[src/rtl/halloween_pkg.sv]
// Shared opcode map, class codes and power-state type for the decoration effect path.
package halloween_pkg;

    localparam int unsigned OP_W  = 4;
    localparam int unsigned CLS_W = 2;

    // System class
    localparam logic [OP_W-1:0] OP_ON      = 4'b0000;
    localparam logic [OP_W-1:0] OP_RESET   = 4'b0001;
    // Colour class
    localparam logic [OP_W-1:0] OP_GREEN   = 4'b0100;
    localparam logic [OP_W-1:0] OP_PURPLE  = 4'b0101;
    localparam logic [OP_W-1:0] OP_ORANGE  = 4'b0110;
    // Sound class
    localparam logic [OP_W-1:0] OP_SCREAM  = 4'b1000;
    localparam logic [OP_W-1:0] OP_CACKLE  = 4'b1001;
    localparam logic [OP_W-1:0] OP_BOO     = 4'b1010;
    // Movement class
    localparam logic [OP_W-1:0] OP_WAVE    = 4'b1100;
    localparam logic [OP_W-1:0] OP_JAW     = 4'b1101;
    localparam logic [OP_W-1:0] OP_FOG     = 4'b1110;

    localparam logic [CLS_W-1:0] CLS_SYS   = 2'b00;
    localparam logic [CLS_W-1:0] CLS_COLOR = 2'b01;
    localparam logic [CLS_W-1:0] CLS_SOUND = 2'b10;
    localparam logic [CLS_W-1:0] CLS_MOVE  = 2'b11;

    typedef enum logic {
        PWR_OFF = 1'b0,
        PWR_ON  = 1'b1
    } pwr_state_t;

    // Item 11 of every class is unused, as is system item 10.
    function automatic logic is_illegal(input logic [OP_W-1:0] op);
        return (op[1:0] == 2'b11) || (op == 4'b0010);
    endfunction

endpackage

[src/rtl/effect_timer.sv]
// Loadable down-counter used to time one effect channel; busy while nonzero.
module effect_timer #(
    parameter int unsigned W = 4
) (
    input  logic         clk,
    input  logic         rst,
    input  logic         clear,
    input  logic         load,
    input  logic [W-1:0] load_val,
    input  logic         count,
    output logic         busy,
    output logic         last
);

    logic [W-1:0] cnt;

    // Clear beats load; load beats decrement so a final-cycle reload gives no gap.
    always_ff @(posedge clk or posedge rst) begin
        if (rst) begin
            cnt <= '0;
        end else if (clear) begin
            cnt <= '0;
        end else if (load) begin
            cnt <= load_val;
        end else if (count && (cnt != '0)) begin
            cnt <= cnt - W'(1);
        end
    end

    assign busy = (cnt != '0);
    assign last = (cnt == W'(1));

endmodule

[src/rtl/effect_executor.sv]
// Decodes the sequencer opcode stream and drives power, colour, sound and movement actuators.
module effect_executor
    import halloween_pkg::*;
#(
    parameter int unsigned SOUND_CYCLES = 8,
    parameter int unsigned MOVE_CYCLES  = 4,
    parameter int unsigned FOG_CYCLES   = 12
) (
    input  logic       clk,
    input  logic       rst,
    input  logic       op_valid,
    input  logic [3:0] opcode,
    output logic       op_ready,
    output logic       powered,
    output logic       color_en,
    output logic [1:0] color_id,
    output logic       sound_active,
    output logic [1:0] sound_id,
    output logic       hands_on,
    output logic       jaw_on,
    output logic       fog_on,
    output logic [7:0] err_count
);

    localparam int unsigned SND_W  = $clog2(SOUND_CYCLES + 1);
    localparam int unsigned MV_MAX = (MOVE_CYCLES > FOG_CYCLES) ? MOVE_CYCLES : FOG_CYCLES;
    localparam int unsigned MV_W   = $clog2(MV_MAX + 1);

    pwr_state_t        pwr_state;
    logic [CLS_W-1:0]  op_cls;
    logic              op_bad;
    logic              is_on;
    logic              accept;
    logic              sys_reset;
    logic              snd_load;
    logic              mv_load;
    logic              snd_busy;
    logic              snd_last;
    logic              mv_busy;
    logic              mv_last;
    logic [1:0]        mv_sel;
    logic [MV_W-1:0]   mv_load_val;

    assign op_cls = opcode[3:2];
    assign op_bad = is_illegal(opcode);
    assign is_on  = (pwr_state == PWR_ON);

    // Only legal sound/movement ops stall, and only while their own channel is mid-effect.
    always_comb begin
        op_ready = 1'b1;
        if (is_on && !op_bad) begin
            if (op_cls == CLS_SOUND) begin
                op_ready = !snd_busy || snd_last;
            end else if (op_cls == CLS_MOVE) begin
                op_ready = !mv_busy || mv_last;
            end
        end
    end

    assign accept      = op_valid && op_ready;
    assign sys_reset   = accept && (opcode == OP_RESET);
    assign snd_load    = accept && is_on && !op_bad && (op_cls == CLS_SOUND);
    assign mv_load     = accept && is_on && !op_bad && (op_cls == CLS_MOVE);
    assign mv_load_val = (opcode == OP_FOG) ? MV_W'(FOG_CYCLES) : MV_W'(MOVE_CYCLES);

    effect_timer #(.W(SND_W)) u_snd_timer (
        .clk      (clk),
        .rst      (rst),
        .clear    (sys_reset),
        .load     (snd_load),
        .load_val (SND_W'(SOUND_CYCLES)),
        .count    (1'b1),
        .busy     (snd_busy),
        .last     (snd_last)
    );

    effect_timer #(.W(MV_W)) u_mv_timer (
        .clk      (clk),
        .rst      (rst),
        .clear    (sys_reset),
        .load     (mv_load),
        .load_val (mv_load_val),
        .count    (1'b1),
        .busy     (mv_busy),
        .last     (mv_last)
    );

    // Power FSM plus latched colour, sound id, movement select and error counter.
    always_ff @(posedge clk or posedge rst) begin
        if (rst) begin
            pwr_state <= PWR_OFF;
            color_en  <= 1'b0;
            color_id  <= 2'b00;
            sound_id  <= 2'b00;
            mv_sel    <= 2'b00;
            err_count <= 8'd0;
        end else if (accept) begin
            if (op_bad) begin
                if (err_count != 8'hFF) begin
                    err_count <= err_count + 8'd1;
                end
            end else if (opcode == OP_RESET) begin
                pwr_state <= PWR_OFF;
                color_en  <= 1'b0;
                color_id  <= 2'b00;
                sound_id  <= 2'b00;
                mv_sel    <= 2'b00;
            end else if (opcode == OP_ON) begin
                pwr_state <= PWR_ON;
            end else if (is_on) begin
                case (op_cls)
                    CLS_COLOR: begin
                        color_en <= 1'b1;
                        color_id <= opcode[1:0];
                    end
                    CLS_SOUND: sound_id <= opcode[1:0];
                    CLS_MOVE:  mv_sel   <= opcode[1:0];
                    default:   ;
                endcase
            end
        end
    end

    assign powered      = is_on;
    assign sound_active = snd_busy;
    assign hands_on     = mv_busy && (mv_sel == 2'b00);
    assign jaw_on       = mv_busy && (mv_sel == 2'b01);
    assign fog_on       = mv_busy && (mv_sel == 2'b10);

endmodule

[config.mk]
export PLATFORM = sky130hd
export DESIGN_NAME = effect_executor
export DESIGN_NICKNAME = d
export VERILOG_FILES = /design/src/rtl/halloween_pkg.sv /design/src/rtl/effect_timer.sv /design/src/rtl/effect_executor.sv
export SDC_FILE = /design/constraint.sdc
export NUM_CORES = 1
export LEC_CHECK = 0
export ABC_CLOCK_PERIOD_IN_PS = 1900
export BUFFER_PORTS_ARGS = -buffer_cell sky130_fd_sc_hd__clkbuf_2
export CAP_MARGIN = 20
export CORE_ASPECT_RATIO = 0.7
export CORE_MARGIN = 3
export CORE_UTILIZATION = 35
export DETAILED_ROUTE_END_ITERATION = 8
export SYNTH_ARGS = -nofsm -noshare
export SYNTH_HDL_FRONTEND = slang
export SYNTH_SLANG_ARGS = --single-unit
[constraint.sdc]
create_clock -name clk -period 1.9 [get_ports clk]
set_clock_uncertainty 0.1 [all_clocks]
set_input_delay 0 -clock clk [delete_from_list [all_inputs] [get_ports clk]]
set_output_delay 0 -clock clk [all_outputs]
set_load 0.1 [all_outputs]
==> impl_metrics.prom <==
# TYPE chip_impl_metric gauge
chip_impl_info{name="outcome",value="completed"} 1
chip_impl_metric{name="synth.net_count",unit=""} 149
chip_impl_metric{name="clk_transition_reported_paths",unit="ns"} 0.09
chip_impl_info{name="synth_area_leader_cell",value="dfrtp_1"} 1
chip_impl_metric{name="finalHoldViolCount",unit=""} 0
chip_impl_metric{name="tightest_slew",unit="ns"} 0.626
chip_impl_metric{name="design.portCount",unit=""} 26
chip_impl_metric{name="synth.top_cell.area_share",unit="%"} 44.8
chip_impl_metric{name="start_util",unit="%"} 37.2
chip_impl_metric{name="final.period_utilization",unit="%"} 95.6
chip_impl_metric{name="1st_iter_drt_viols",unit=""} 45
chip_impl_info{name="clockRootBuffer",value="clkbuf_8"} 1
chip_impl_metric{name="antenna_violations_before_repair",unit=""} 0
chip_impl_metric{name="required_time_reported_for_the_critical_path_endpoint",unit="ns"} 1.80
chip_impl_metric{name="fmax",unit="MHz"} 550
chip_impl_metric{name="post-dp-hpwl",unit="um"} 2340
chip_impl_metric{name="synth_sequential_area_ratio",unit="%"} 44.8
chip_impl_metric{name="core-area",unit="um2"} 3600
chip_impl_metric{name="route.final.wire_length",unit="um"} 3100
chip_impl_metric{name="synth_cell_types",unit=""} 40
chip_impl_metric{name="synth.avg_cell_area",unit="um2"} 9.86
chip_impl_info{name="worstSetupEndpoint",value="op_ready"} 1
chip_impl_metric{name="critical_path.max_fanout",unit=""} 5
chip_impl_metric{name="grt_pass1_vias",unit=""} 1131
chip_impl_metric{name="cts_sinks",unit=""} 24
chip_impl_metric{name="detail_route.vias_per_cell",unit=""} 4.95
chip_impl_info{name="most_used_dff_post_synth",value="dfrtp_1"} 1
chip_impl_info{name="worstPathCellList",value="or3b_1, o211ai_1, buf_12"} 1
chip_impl_metric{name="synth_cells",unit=""} 136
chip_impl_info{name="crit-reg2reg-capture",value="sound_id[0]$_DFFE_PP0P_"} 1
chip_impl_metric{name="number_of_i_o_port_buffers",unit=""} 25
chip_impl_metric{name="slew_headroom",unit="%"} 58.2
chip_impl_metric{name="finalWorstSetupSlack",unit="ns"} 0.0831
chip_impl_metric{name="setup.reg_to_reg.worst_slack",unit="ns"} 0.10
chip_impl_metric{name="synth_xor_area_share",unit="%"} 4.57
chip_impl_metric{name="area_fraction_in_compound_gates_after_synthesis",unit="%"} 12.4
chip_impl_metric{name="finalWeightedCongestion",unit=""} 0.785
chip_impl_metric{name="clock_path_buffers",unit=""} 2
chip_impl_metric{name="min_period",unit="ns"} 1.82
chip_impl_metric{name="wl_per_cell",unit="um"} 13.9
chip_impl_info{name="rsz0062_at_grt",value="true"} 1
chip_impl_info{name="crit_path_start_kind",value="flip-flop"} 1
chip_impl_metric{name="die_height",unit="um"} 57.8
chip_impl_info{name="timing.rr.start",value="u_snd_timer.cnt[1]$_DFFE_PP0P_"} 1
chip_impl_metric{name="finish.net_count",unit=""} 187
chip_impl_metric{name="antenna_left",unit=""} 0
chip_impl_metric{name="synth_simple_gate_area_share",unit="%"} 24.6
chip_impl_metric{name="row_cnt",unit=""} 18
chip_impl_metric{name="area_overhead_of_the_layout_relative_to_synthesis",unit="%"} 26.7
chip_impl_info{name="end_kind",value="output pin"} 1
chip_impl_info{name="startpoint",value="u_mv_timer.cnt[3]$_DFFE_PP0P_"} 1
chip_impl_metric{name="totalNegativeSetupSlack",unit="ns"} 0
chip_impl_metric{name="diodes",unit=""} 0
chip_impl_metric{name="post_synth_edffs",unit=""} 0
chip_impl_metric{name="reg2reg_depth",unit=""} 6
chip_impl_metric{name="cpPeakStageDelay",unit="ns"} 0.44
chip_impl_metric{name="detail_route.drc_violations",unit=""} 0
chip_impl_metric{name="syn_area",unit="um2"} 1340
chip_impl_metric{name="synth.mux.area_fraction",unit="%"} 4.10
chip_impl_info{name="tritoncts",value="yes"} 1
chip_impl_metric{name="maximum_number_of_pins_on_one_net_before_global_route_repair",unit=""} 17
chip_impl_metric{name="dp_worst_setup_slack",unit="ns"} 0.112
chip_impl_metric{name="level_count_of_the_clock_h_tree",unit=""} 1
chip_impl_metric{name="report.final.setup_viol",unit=""} 0
chip_impl_metric{name="track_usage",unit="%"} 14.2
chip_impl_metric{name="yosys_warnings",unit=""} 0
chip_impl_metric{name="post_route_cells_drive_above_1_share",unit="%"} 35.8
chip_impl_metric{name="first_pass_grt_wire_length",unit="um"} 5130
chip_impl_metric{name="worst_ep_arrival_time",unit="ns"} 1.72
chip_impl_info{name="cpMaxStageDelayCell",value="dfrtp_1"} 1
chip_impl_metric{name="postSynthRegisterBits",unit=""} 24
chip_impl_info{name="synthTopCellsByArea",value="dfrtp_1, ha_1, nor3_1"} 1
chip_impl_info{name="crit_type",value="reg2out"} 1
chip_impl_metric{name="drv_cap",unit=""} 0
chip_impl_info{name="synth_top_family_by_area",value="simple AND/OR/NAND/NOR gates"} 1
chip_impl_metric{name="synth_adder_area_share",unit="%"} 5.60
chip_impl_metric{name="drt_pass1_iterations",unit=""} 4
chip_impl_metric{name="cts_buffers",unit=""} 3
chip_impl_metric{name="vias",unit=""} 1103
chip_impl_info{name="min_path_type",value="in2reg"} 1
chip_impl_metric{name="grt-ovfl-total",unit=""} 0
chip_impl_metric{name="timing.final.max_slew_violations",unit=""} 0
chip_impl_metric{name="worstSkewPairLatency",unit="ns"} 0.27
chip_impl_metric{name="fin_util",unit="%"} 47.2
chip_impl_metric{name="die_area",unit="um2"} 4620
chip_impl_metric{name="die_w",unit="um"} 80.0
chip_impl_metric{name="synth_async_sr_flop_share",unit="%"} 100
metal layers:
| metal | GRT usage [%] | vias to the layer above | part of all wire [%] | wire length (um) |
|---|---|---|---|---|
| met4 | 4.58 | 0 | 1.7 | 52 |
| met1 | 18.7 | 517 | 48 | 1500 |
| met3 | 3.42 | 6 | 4.0 | 124 |
| met5 | 0 | - | 0 | 0 |
| met2 | 23.2 | 29 | 46 | 1420 |
| li1 | - | 551 | - | - |
cell usage after synthesis (2+ instances only):
| cell type | count |
|---|---|
| mux2_2 | 4 |
| nand2_1 | 12 |
| a211oi_1 | 2 |
| and3_2 | 2 |
| or3_1 | 2 |
| nand3_1 | 8 |
| ha_1 | 6 |
| o21ai_0 | 4 |
| nor3_1 | 9 |
| nor4_1 | 2 |
| nand2b_1 | 3 |
| dfrtp_1 | 24 |
| xnor2_1 | 4 |
| nor2_1 | 12 |
| xor2_1 | 3 |
| o21a_1 | 2 |
| a21oi_1 | 6 |
| inv_1 | 9 |
cell usage in the layout, fill, tap and decap left out, types with 6 or more instances in the layout:
master and count:
dfrtp_2 7, nand3_1 8, inv_1 9, dfrtp_1 15
clkbuf_2 21, nor2_1 12, nand2_1 11, ha_1 6
a21oi_1 6, buf_4 9, nor3_1 7
state kept, by name, summed over array words and instances (netlist names):
register,flops
u_snd_timer.cnt,4
powered,1
sound_id,2
mv_sel,2
u_mv_timer.cnt,4
color_id,2
color_en,1
err_count,8
metrics by stage:
stage	std cells	cell area, um2	hold WS (ns)
after CTS	221	1680	0.0160
after global routing	223	1700	0.0395
after detailed placement	213	1590	-0.00755
after floorplan	136	1370	-0.0858
final	223	1700	0.0130
after global placement	213	1590	-0.0115
worst min-delay path by stage:
stage / startpoint / endpoint / slack (ns) / cells past startpoint
after detailed placement: rst / err_count[1]$_DFFE_PP0P_ / -0.008 / 2
after floorplan: rst / color_en$_DFFE_PP0P_ / -0.09 / 1
final: opcode[2] / color_id[0]$_DFFE_PP0P_ / 0.01 / 3
after CTS: opcode[2] / color_id[0]$_DFFE_PP0P_ / 0.02 / 3
after global placement: rst / u_snd_timer.cnt[2]$_DFFE_PP0P_ / -0.01 / 2
after global routing: opcode[0] / u_mv_timer.cnt[3]$_DFFE_PP0P_ / 0.04 / 2
logic make-up (layout without fill, tap and decap cells):
logic type / Yosys count / after routing
buffers and inverters: 11 / 48
AO/OA/AOI/OAI: 22 / 22
adder cells (fa/ha/maj): 6 / 6
multiplexers: 5 / 5
flip-flops: 24 / 24
AND/OR/NAND/NOR: 61 / 61
XOR/XNOR: 7 / 7
repair_timing:
action                                  in CTS  in global routing
gates resized for setup                      0                  2
buffers inserted                             1                  2
hold buffers                                 3                  0
endpoints found under the setup margin       1                  3
hold endpoints to repair                    17                  0
pin swaps                                    1                  1
critical path, delay by kind of cell, from the launching register on:
family / cells / cell delay [ns]
flops: 1 / 0.44
compound gates: 1 / 0.39
buf+inv: 1 / 0.23
simple gates: 1 / 0.38
area by class of cell:
class / instances / area (um2)
tap: 50 / 62.6
clock buffer: 4 / 55.1
multi-input combinational: 101 / 701
inverter: 9 / 33.8
sequential: 24 / 617
timing repair buffer: 35 / 230
fill: 343 / 1900
Power is left out: the tool's default activity adds up to more than one toggle a clock period on the data nets, which glitch-free logic cannot reach.
